===== src/rtl/mem_port_arbiter_pkg.sv =====
// Shared types and constants for the fetch/data memory port arbiter.
package mem_port_arbiter_pkg;

    localparam int cXLEN     = 32;
    localparam int cRamDepth = 1024;
    localparam int cRegAw    = 5;

    localparam logic [2:0] cLB  = 3'b000;
    localparam logic [2:0] cLH  = 3'b001;
    localparam logic [2:0] cLW  = 3'b010;
    localparam logic [2:0] cLBU = 3'b100;
    localparam logic [2:0] cLHU = 3'b101;
    localparam logic [2:0] cSB  = 3'b000;
    localparam logic [2:0] cSH  = 3'b001;
    localparam logic [2:0] cSW  = 3'b010;

    typedef enum logic [1:0] {eRspNone, eRspFetch, eRspData} tRspTag;

    typedef struct packed {
        logic              read;
        logic              write;
        logic [cXLEN-1:0]  addr;
        logic [cXLEN-1:0]  data;
        logic [2:0]        opType;
        logic [cRegAw-1:0] rdAddr;
    } tMemOp;

    typedef struct packed {
        logic              dv;
        logic [cRegAw-1:0] rdAddr;
        logic [cXLEN-1:0]  data;
    } tRegOp;

    localparam tRegOp cRegOp = '0;

    typedef struct packed {
        tRspTag            tag;
        logic [1:0]        lane;
        logic [2:0]        opType;
        logic [cRegAw-1:0] rdAddr;
    } tRspInfo;

    localparam tRspInfo cRspNone = '{tag: eRspNone, default: '0};

endpackage


===== src/rtl/mem_port_arbiter_load_store_align.sv =====
// Combinational byte-lane steering: store byte enables / replicated write data,
// and load lane select with sign or zero extension.
module load_store_align
    import mem_port_arbiter_pkg::*;
(
    input  logic [2:0]       iStOp,
    input  logic [1:0]       iStLane,
    input  logic [cXLEN-1:0] iStData,
    output logic [3:0]       oBe,
    output logic [cXLEN-1:0] oWdata,
    input  logic [2:0]       iLdOp,
    input  logic [1:0]       iLdLane,
    input  logic [cXLEN-1:0] iRdata,
    output logic [cXLEN-1:0] oLdData
);

    logic [2*cXLEN-1:0] dbl;
    logic [cXLEN-1:0]   rot;

    always_comb begin
        oBe    = '0;
        oWdata = '0;
        case (iStOp)
            cSB: begin
                oBe    = 4'b0001 << iStLane;
                oWdata = {4{iStData[7:0]}};
            end
            cSH: begin
                oBe    = 4'b0011 << {iStLane[1], 1'b0};
                oWdata = {2{iStData[15:0]}};
            end
            cSW: begin
                oBe    = 4'b1111;
                oWdata = iStData;
            end
            default: ;
        endcase
    end

    // Rotating the doubled word lets an unaligned half wrap around within the word.
    assign dbl = {iRdata, iRdata};
    assign rot = dbl[{iLdLane, 3'b000} +: cXLEN];

    always_comb begin
        oLdData = '0;
        case (iLdOp)
            cLB:  oLdData = {{24{rot[7]}}, rot[7:0]};
            cLH:  oLdData = {{16{rot[15]}}, rot[15:0]};
            cLW:  oLdData = iRdata;
            cLBU: oLdData = {24'h0, rot[7:0]};
            cLHU: oLdData = {16'h0, rot[15:0]};
            default: ;
        endcase
    end

endmodule


===== src/rtl/mem_port_arbiter.sv =====
// Shares one single-port 1-cycle RAM between instruction fetch and ALU data ops.
// Optional MEM_ARB_MISALIGN_TRAP_EN adds oMisalign/oMisalignAddr trap reporting.
module mem_port_arbiter
    import mem_port_arbiter_pkg::*;
#(
    parameter  int pRamDepth     = cRamDepth,
    parameter  int pMaxDataBurst = 4,
    localparam int cAw           = $clog2(pRamDepth)
) (
    input  logic             iClk,
    input  logic             iRstN,
    input  logic             iFetchReq,
    input  logic [cXLEN-1:0] iFetchAddr,
    input  logic             iFetchFlush,
    output logic             oFetchGnt,
    output logic             oInstDv,
    output logic [cXLEN-1:0] oInst,
    input  tMemOp            iMemOp,
    output logic             oMemGnt,
    output tRegOp            oRegOp,
    output logic             oStoreDone,
    output logic             oRamEn,
    output logic             oRamWe,
    output logic [3:0]       oRamBe,
    output logic [cAw-1:0]   oRamAddr,
    output logic [cXLEN-1:0] oRamWdata,
    input  logic [cXLEN-1:0] iRamRdata
`ifdef MEM_ARB_MISALIGN_TRAP_EN
    ,
    output logic             oMisalign,
    output logic [cXLEN-1:0] oMisalignAddr
`endif
);

    localparam logic [3:0] cMaxBurst = 4'(pMaxDataBurst);

    tRspInfo          rsp_q, rsp_d;
    logic [3:0]       burstCnt_q, burstCnt_d;
    logic             instDv_q, storeDone_q;
    logic [cXLEN-1:0] inst_q;
    tRegOp            regOp_q;

    logic             dataReq, fetchReq, fetchWins, fetchGnt, memGnt;
    logic             isWrite, isRead, trap;
    logic [3:0]       stBe;
    logic [cXLEN-1:0] stWdata, ldData;
    logic             unusedBits;

    assign unusedBits = ^{iFetchAddr[cXLEN-1:cAw+2], iFetchAddr[1:0], iMemOp.addr[cXLEN-1:cAw+2]};

    assign dataReq   = iMemOp.read | iMemOp.write;
    assign fetchReq  = iFetchReq & ~iFetchFlush;
    assign fetchWins = fetchReq & (~dataReq | (burstCnt_q == cMaxBurst));
    // Grants are held off while reset is asserted so every output reads 0.
    assign fetchGnt  = iRstN & fetchWins;
    assign memGnt    = iRstN & dataReq & ~fetchWins;

`ifdef MEM_ARB_MISALIGN_TRAP_EN
    logic             misalign_q;
    logic [cXLEN-1:0] misalignAddr_q;
    logic             badAlign;

    assign badAlign = ((iMemOp.opType[1:0] == 2'b01) && iMemOp.addr[0]) ||
                      ((iMemOp.opType == cLW) && (iMemOp.addr[1:0] != 2'b00));
    assign trap = memGnt & badAlign;
`else
    assign trap = 1'b0;
`endif

    assign isWrite = memGnt & iMemOp.write & ~trap;
    assign isRead  = memGnt & ~iMemOp.write & ~trap;

    load_store_align u_align (
        .iStOp   (iMemOp.opType),
        .iStLane (iMemOp.addr[1:0]),
        .iStData (iMemOp.data),
        .oBe     (stBe),
        .oWdata  (stWdata),
        .iLdOp   (rsp_q.opType),
        .iLdLane (rsp_q.lane),
        .iRdata  (iRamRdata),
        .oLdData (ldData)
    );

    always_comb begin
        oRamEn    = fetchGnt | isRead | isWrite;
        oRamWe    = isWrite;
        oRamBe    = isWrite ? stBe : 4'b0000;
        oRamWdata = isWrite ? stWdata : '0;
        oRamAddr  = '0;
        if (fetchGnt)
            oRamAddr = iFetchAddr[cAw+1:2];
        else if (isRead | isWrite)
            oRamAddr = iMemOp.addr[cAw+1:2];
    end

    always_comb begin
        rsp_d = cRspNone;
        if (fetchGnt) begin
            rsp_d.tag = eRspFetch;
        end else if (isRead) begin
            rsp_d.tag    = eRspData;
            rsp_d.lane   = iMemOp.addr[1:0];
            rsp_d.opType = iMemOp.opType;
            rsp_d.rdAddr = iMemOp.rdAddr;
        end
    end

    always_comb begin
        burstCnt_d = burstCnt_q;
        if (fetchGnt || !iFetchReq)
            burstCnt_d = '0;
        else if (memGnt && (burstCnt_q != cMaxBurst))
            burstCnt_d = burstCnt_q + 4'd1;
    end

    always_ff @(posedge iClk or negedge iRstN) begin
        if (!iRstN) begin
            rsp_q       <= cRspNone;
            burstCnt_q  <= '0;
            instDv_q    <= 1'b0;
            inst_q      <= '0;
            regOp_q     <= cRegOp;
            storeDone_q <= 1'b0;
        end else begin
            rsp_q       <= rsp_d;
            burstCnt_q  <= burstCnt_d;
            // A flush seen while the fetch data is on the RAM bus kills delivery.
            instDv_q    <= (rsp_q.tag == eRspFetch) & ~iFetchFlush;
            if (rsp_q.tag == eRspFetch)
                inst_q <= iRamRdata;
            regOp_q.dv  <= (rsp_q.tag == eRspData);
            if (rsp_q.tag == eRspData) begin
                regOp_q.rdAddr <= rsp_q.rdAddr;
                regOp_q.data   <= ldData;
            end
            storeDone_q <= isWrite;
        end
    end

`ifdef MEM_ARB_MISALIGN_TRAP_EN
    always_ff @(posedge iClk or negedge iRstN) begin
        if (!iRstN) begin
            misalign_q     <= 1'b0;
            misalignAddr_q <= '0;
        end else begin
            misalign_q <= trap;
            if (trap)
                misalignAddr_q <= iMemOp.addr;
        end
    end

    assign oMisalign     = misalign_q;
    assign oMisalignAddr = misalignAddr_q;
`endif

    assign oFetchGnt  = fetchGnt;
    assign oMemGnt    = memGnt;
    assign oInstDv    = instDv_q;
    assign oInst      = inst_q;
    assign oRegOp     = regOp_q;
    assign oStoreDone = storeDone_q;

endmodule

===== config.mk =====
export PLATFORM = sky130hd
export DESIGN_NAME = mem_port_arbiter
export DESIGN_NICKNAME = d
export VERILOG_FILES = /design/src/rtl/mem_port_arbiter_pkg.sv /design/src/rtl/mem_port_arbiter_load_store_align.sv /design/src/rtl/mem_port_arbiter.sv
export SDC_FILE = /design/constraint.sdc
export NUM_CORES = 1
export LEC_CHECK = 0
export ABC_AREA = 1
export CAP_MARGIN = 10
export CORE_ASPECT_RATIO = 1.2
export CORE_MARGIN = 2
export CORE_UTILIZATION = 45
export DETAILED_ROUTE_END_ITERATION = 6
export DONT_BUFFER_PORTS = 1
export PLACE_DENSITY = 0.64
export SETUP_SLACK_MARGIN = 0.2
export SLEW_MARGIN = 25
export SYNTH_ARGS = -nofsm -noshare
export SYNTH_HDL_FRONTEND = slang
export SYNTH_SLANG_ARGS = --single-unit
export TNS_END_PERCENT = 1

===== constraint.sdc =====
create_clock -name iClk -period 2.24 [get_ports iClk]
set_clock_uncertainty 0.05 [all_clocks]
set_input_delay 0.56 -clock iClk [delete_from_list [all_inputs] [get_ports iClk]]
set_output_delay 0.56 -clock iClk [all_outputs]
set_load 0.02 [all_outputs]

Word level (Yosys, flattened, before mapping)
Index checks and enable logic that the tools add are counted.
{"block": "word_totals", "ff_bits": 88, "input_bits": 142, "wordCells": 60}
{"block": "classes", "add_sub_neg": 1, "n_eq_ne": 10, "shifts": 3, "mux": 12, "bitwise": 17, "reduce_logical": 6}
{"operator": "32-bit one-hot mux with 5 select lines", "n": 1}
{"operator": "32-bit one-hot mux with 3 select lines", "n": 1}
{"operator": "64-bit by 6-bit variable part select with 16-bit output", "n": 1}
{"operator": "32-bit two-way mux", "n": 1}
{"operator": "10-bit two-way mux", "n": 3}
{"operator": "12-bit two-way mux", "n": 1}
{"operator": "4-bit two-way mux", "n": 3}
{"operator": "4-bit one-hot mux with 3 select lines", "n": 1}
{"operator": "1-bit AND", "n": 8}
{"operator": "3-bit by 1-bit == test with 1-bit output, second input constant", "n": 2}
{"operator": "3-bit by 2-bit == test with 1-bit output, second input constant", "n": 2}
{"operator": "3-bit == test, second input constant", "n": 2}
{"operator": "3-bit logical NOT", "n": 2}
{"operator": "1-bit OR", "n": 5}
{"operator": "4-bit by 1-bit adder with 4-bit output, second input constant", "n": 1}
{"operator": "4-bit by 3-bit == test with 1-bit output, second input constant", "n": 1}
{"operator": "4-bit by 3-bit != test with 1-bit output, second input constant", "n": 1}
{"operator": "1-bit NOT", "n": 4}
{"operator": "1-bit by 2-bit left shift with 4-bit output, first input constant", "n": 1}
{"operator": "2-bit by 2-bit left shift with 4-bit output, first input constant", "n": 1}
{"operator": "2-bit by 1-bit == test with 1-bit output, second input constant", "n": 1}
{"operator": "2-bit == test, second input constant", "n": 1}
{"operator": "2-bit two-way mux", "n": 1}
{"operator": "2-bit nonzero test", "n": 1}
{"operator": "3 further kinds", "n": 3}

Longest topological paths before layout
{"block": "depth", "word_depth": 10, "ltp_mapped": 11}

Hierarchy
From an unflattened synthesis, not the netlist that was laid out.
{"block": "unflattened", "cells_unflattened": 762, "hier_area_um2": 5333.9}
{"module": "mem_port_arbiter", "n_inst": 1, "cells_per_inst": 421, "area_each_um2": 3852.4, "seq_area_each_um2": 2202.1}
{"module": "load_store_align", "n_inst": 1, "cells_per_inst": 341, "area_each_um2": 1481.4, "seq_area_each_um2": 0.0}

Least setup slack after synthesis
OpenSTA, ideal clock, no wires.
{"block": "synth_path", "path_type": "reg2out", "startpoint": "register burstCnt_q[0]", "endpoint": "output port oRamWdata[0]", "arrival_ns": 1.724, "setup_slack_ns": -0.094, "path_stages_with_launch": 10, "n_path_buf": 0, "path_cell_list": "dfrtp_1 > inv_1 > ha_1 > nand3_1 > nand2_2 > nand2_1 > nand2_1 > nor2_1 > o21ai_2 > nor2_1"}
{"block": "synth_via", "elab_chain_len": 7}
{"item": "from (decl)", "line_no": "mem_port_arbiter.sv:38", "text": "logic [3:0] burstCnt_q, burstCnt_d;"}
{"item": "from (signal assigned)", "line_no": "mem_port_arbiter.sv:127", "text": "burstCnt_q <= burstCnt_d;"}
{"item": "4-bit by 3-bit == test with 1-bit output", "line_no": "mem_port_arbiter.sv:53", "text": "assign fetchWins = fetchReq & (~dataReq | (burstCnt_q == cMaxBurst));"}
{"item": "1-bit OR", "line_no": "mem_port_arbiter.sv:53"}
{"item": "1-bit AND", "line_no": "mem_port_arbiter.sv:53"}
{"item": "1-bit NOT", "line_no": "mem_port_arbiter.sv:56", "text": "assign memGnt = iRstN & dataReq & ~fetchWins;"}
{"item": "1-bit AND", "line_no": "mem_port_arbiter.sv:56"}
{"item": "1-bit AND", "line_no": "mem_port_arbiter.sv:70", "text": "assign isWrite = memGnt & iMemOp.write & ~trap;"}
{"item": "named net oRamWe", "line_no": "mem_port_arbiter.sv:23", "text": "output logic oRamWe,"}
{"item": "32-bit two-way mux", "line_no": "mem_port_arbiter.sv:89", "text": "oRamWdata = isWrite ? stWdata : '0;"}
{"item": "to (decl)", "line_no": "mem_port_arbiter.sv:26", "text": "output logic [cXLEN-1:0] oRamWdata,"}
The timed path passes the listed nets, and every way through them passes these cells.

Worst setup path in the final report
{"block": "layout_path", "startpoint": "register burstCnt_q[1]", "endpoint": "output port oRamWdata[23]"}
{"block": "layout_via", "elab_chain_len": 7}
{"item": "4-bit by 3-bit == test with 1-bit output", "line_no": "mem_port_arbiter.sv:53"}
{"item": "1-bit OR", "line_no": "mem_port_arbiter.sv:53"}
{"item": "1-bit AND", "line_no": "mem_port_arbiter.sv:53"}
{"item": "1-bit NOT", "line_no": "mem_port_arbiter.sv:56"}
{"item": "1-bit AND", "line_no": "mem_port_arbiter.sv:56"}
{"item": "1-bit AND", "line_no": "mem_port_arbiter.sv:70"}
{"item": "32-bit two-way mux", "line_no": "mem_port_arbiter.sv:89"}
Every way passes these cells.

==> results.cfg <==
[power_and_ir_drop]
p_total_mw = 4.690
vdd.ir_drop.worst_mv = 0.3368
p_per_area_nw_per_um2 = 759.0
p_leak_nw = 3.146

[timing]
fin_crit_sh = 1.121
rsz0062_at_grt = true
fmax_ghz = 0.3983
finalMaxSlewViolations = 0
slew_headroom = 0.6479
whs_ns = -0.1445
max_slew.worst_pin.slew_ns = 0.5276
tns_ns = -7.734
setup_violations = 48
fin_ws_ns = -0.2708
final-hold-violation-count = 88
post-route-min-period_ns = 2.511

[synthesis]
syn_nets = 865
yosys-top-cells-area = dfrtp_1 (44%), nand2_1 (21%), nand3_1 (5.5%)
synth-edff-count = 0
ys_ff_latch = 88
synth.distinct_cells = 29
synth_area_um2 = 4979
yosysWarnings = 0
yosysTopAreaCellShare = 0.4423
syn_avg_cell_area_um2 = 6.905
seq_area_frac_synth = 0.4423
synth-main-ff-cell = dfrtp_1
yosysTopAreaCell = dfrtp_1
synth_cells = 721
ys_async_sr_fraction = 1.000

[placement]
place_congestion = 0.9044
dp_hpwl_mm = 12.09
dp_slack_ns = -0.03641
numPortBuffers = 0
dp_cells = 874
placed_area_um2 = 5424

[floorplanning]
die_height_um = 119.2
rows = 42
die_w_um = 100.0
initial_core_util = 0.4555
core_um2 = 10930
pin_count = 264
dieArea_um2 = 11920

[clocking]
h-tree-depth = 3
root_buffer = clkbuf_16
cts_buffers = 9
clock_latency_ns = 0.34
clockBufferDepth = 2
path_clk_slew_ns = 0.06
clock_sinks = 88
cts_tree = yes

[status]
violations = hold timing, setup timing
status = complete, but fails checks

[min_path]
worstHoldPathType = primary input to asynchronous set/reset pin

[critical_path]
max_stage_delay_ns = 0.37
reg2reg_from = rsp_q[8]
crit_family = buffers and inverters
crit_chain = inv_2 -> ha_4 -> nand3_2 -> nand2_2 -> nand2_2 -> nand2_4 -> inv_4 -> nand2_8 -> buf_12 -> buf_16 -> a21oi_2 -> buf_4
worstPathMaxFanout = 8
r2r-end = oRegOp[10]
cp.required_ns = 1.63
critPathKind = flip-flop to primary output
reg2reg_slack_ns = 0.49
arrival_ns = 1.90
crit_path_start_kind = flip-flop
crit_slowest_cell = dfrtp_1
worst-path-buf-inv = 5
reg2reg_depth = 8
cpMostUsedCell = nand2_2
critPathCaptureType = primary output

[run]
max_cap_violations = 0

[grt]
grt_max_degree = 91
overflow = 0
grt_pass1_wl_mm = 24.72
grt_antenna_before_repair = 0
grt_pass1_vias = 4817
grtUsageTotal = 0.2685

[route]
drc = 0
vias_per_cell = 5.376
drt_iter0_markers = 227
wl_mm = 15.88
vias = 4849
drtPass1Iterations = 4
antenna_left = 0
wl_per_cell_um = 17.61

[layout]
final_net_count = 909
layout-drive-gt1-share = 0.2104
final_util = 0.5654
stdcell_count = 902
diodes = 0
final_cell_mix = nand2_1 (266), dfrtp_1 (87), inv_1 (65)
syn_to_final_growth_pct = 24.13
fin_area_um2 = 6180
mostFrequentLayoutCell = nand2_1
[worst max path at each step]
stage	slack [ns]	from	to	depth (start not counted)
after floorplan	0.12	iMemOp[6]	oRamBe[0]	7
after global placement	0.005	burstCnt_q[1]	oRamWdata[17]	11
after detailed placement	-0.04	burstCnt_q[0]	oRamWdata[17]	11
after CTS	-0.28	burstCnt_q[1]	oRamWdata[17]	12
after global routing	-0.33	burstCnt_q[1]	oRamWdata[20]	12
final	-0.27	burstCnt_q[1]	oRamWdata[23]	12
[kinds of logic (layout without fill, tap and decap cells)]
family / count (synthesis) / in the layout / share of synthesized area
fa+ha+maj: 2 / 2 / 0.005026
buf+inv: 114 / 163 / 0.1015
compound gates: 97 / 97 / 0.1051
simple gates: 419 / 419 / 0.3443
flops: 88 / 88 / 0.4423
xor+xnor: 1 / 1 / 0.001760
[layout make-up]
type	count	area, um^2
clock buffers	11	232.7
clock inverters	5	57.56
fillers	1037	4751
inverters	77	296.5
multi-input cells	519	2564
flip-flops and latches	88	2203
well taps	132	165.2
repair buffers	70	660.6
[state kept, by name, indices dropped and copies added (netlist names)]
name	count
oInst	32
rsp_q	12
oRegOp	38
oStoreDone	1
burstCnt_q	4
oInstDv	1
[metal layers]
| metal | track usage | share of wire | vias up |
|---|---|---|---|
| met5 | 0 | 0 | - |
| met4 | 0.1344 | 0.045 | 0 |
| met3 | 0.06984 | 0.085 | 44 |
| met2 | 0.4688 | 0.52 | 237 |
| met1 | 0.2988 | 0.35 | 2236 |
| li1 | - | - | 2332 |
[power breakdown]
group,total [mW],switching [mW],leakage (nW),internal (mW)
clock,1.46,0.601,0.132,0.862
sequential,2.46,0.584,1.09,1.88
combinational,0.764,0.466,1.92,0.298
[cell usage after synthesis (7+ instances only)]
library cell and number:
dfrtp_1 88, a21oi_1 29, nor2_1 61, inv_1 68, nor2_2 10, nand2_2 7
nand3_1 55, o21ai_0 50, nand2_1 280, clkbuf_1 11, buf_2 15, inv_2 8
[repair_timing]
item | 4_1_cts | 5_1_grt
setup endpoints to repair | 50 | 52
pin swaps | 8 | 7
gates cloned | 1 | 0
setup buffers | 8 | 3
hold endpoints to repair | 88 | 88
gates resized for setup | 64 | 25
No activity file was read; power rests on OpenSTA's default activity.
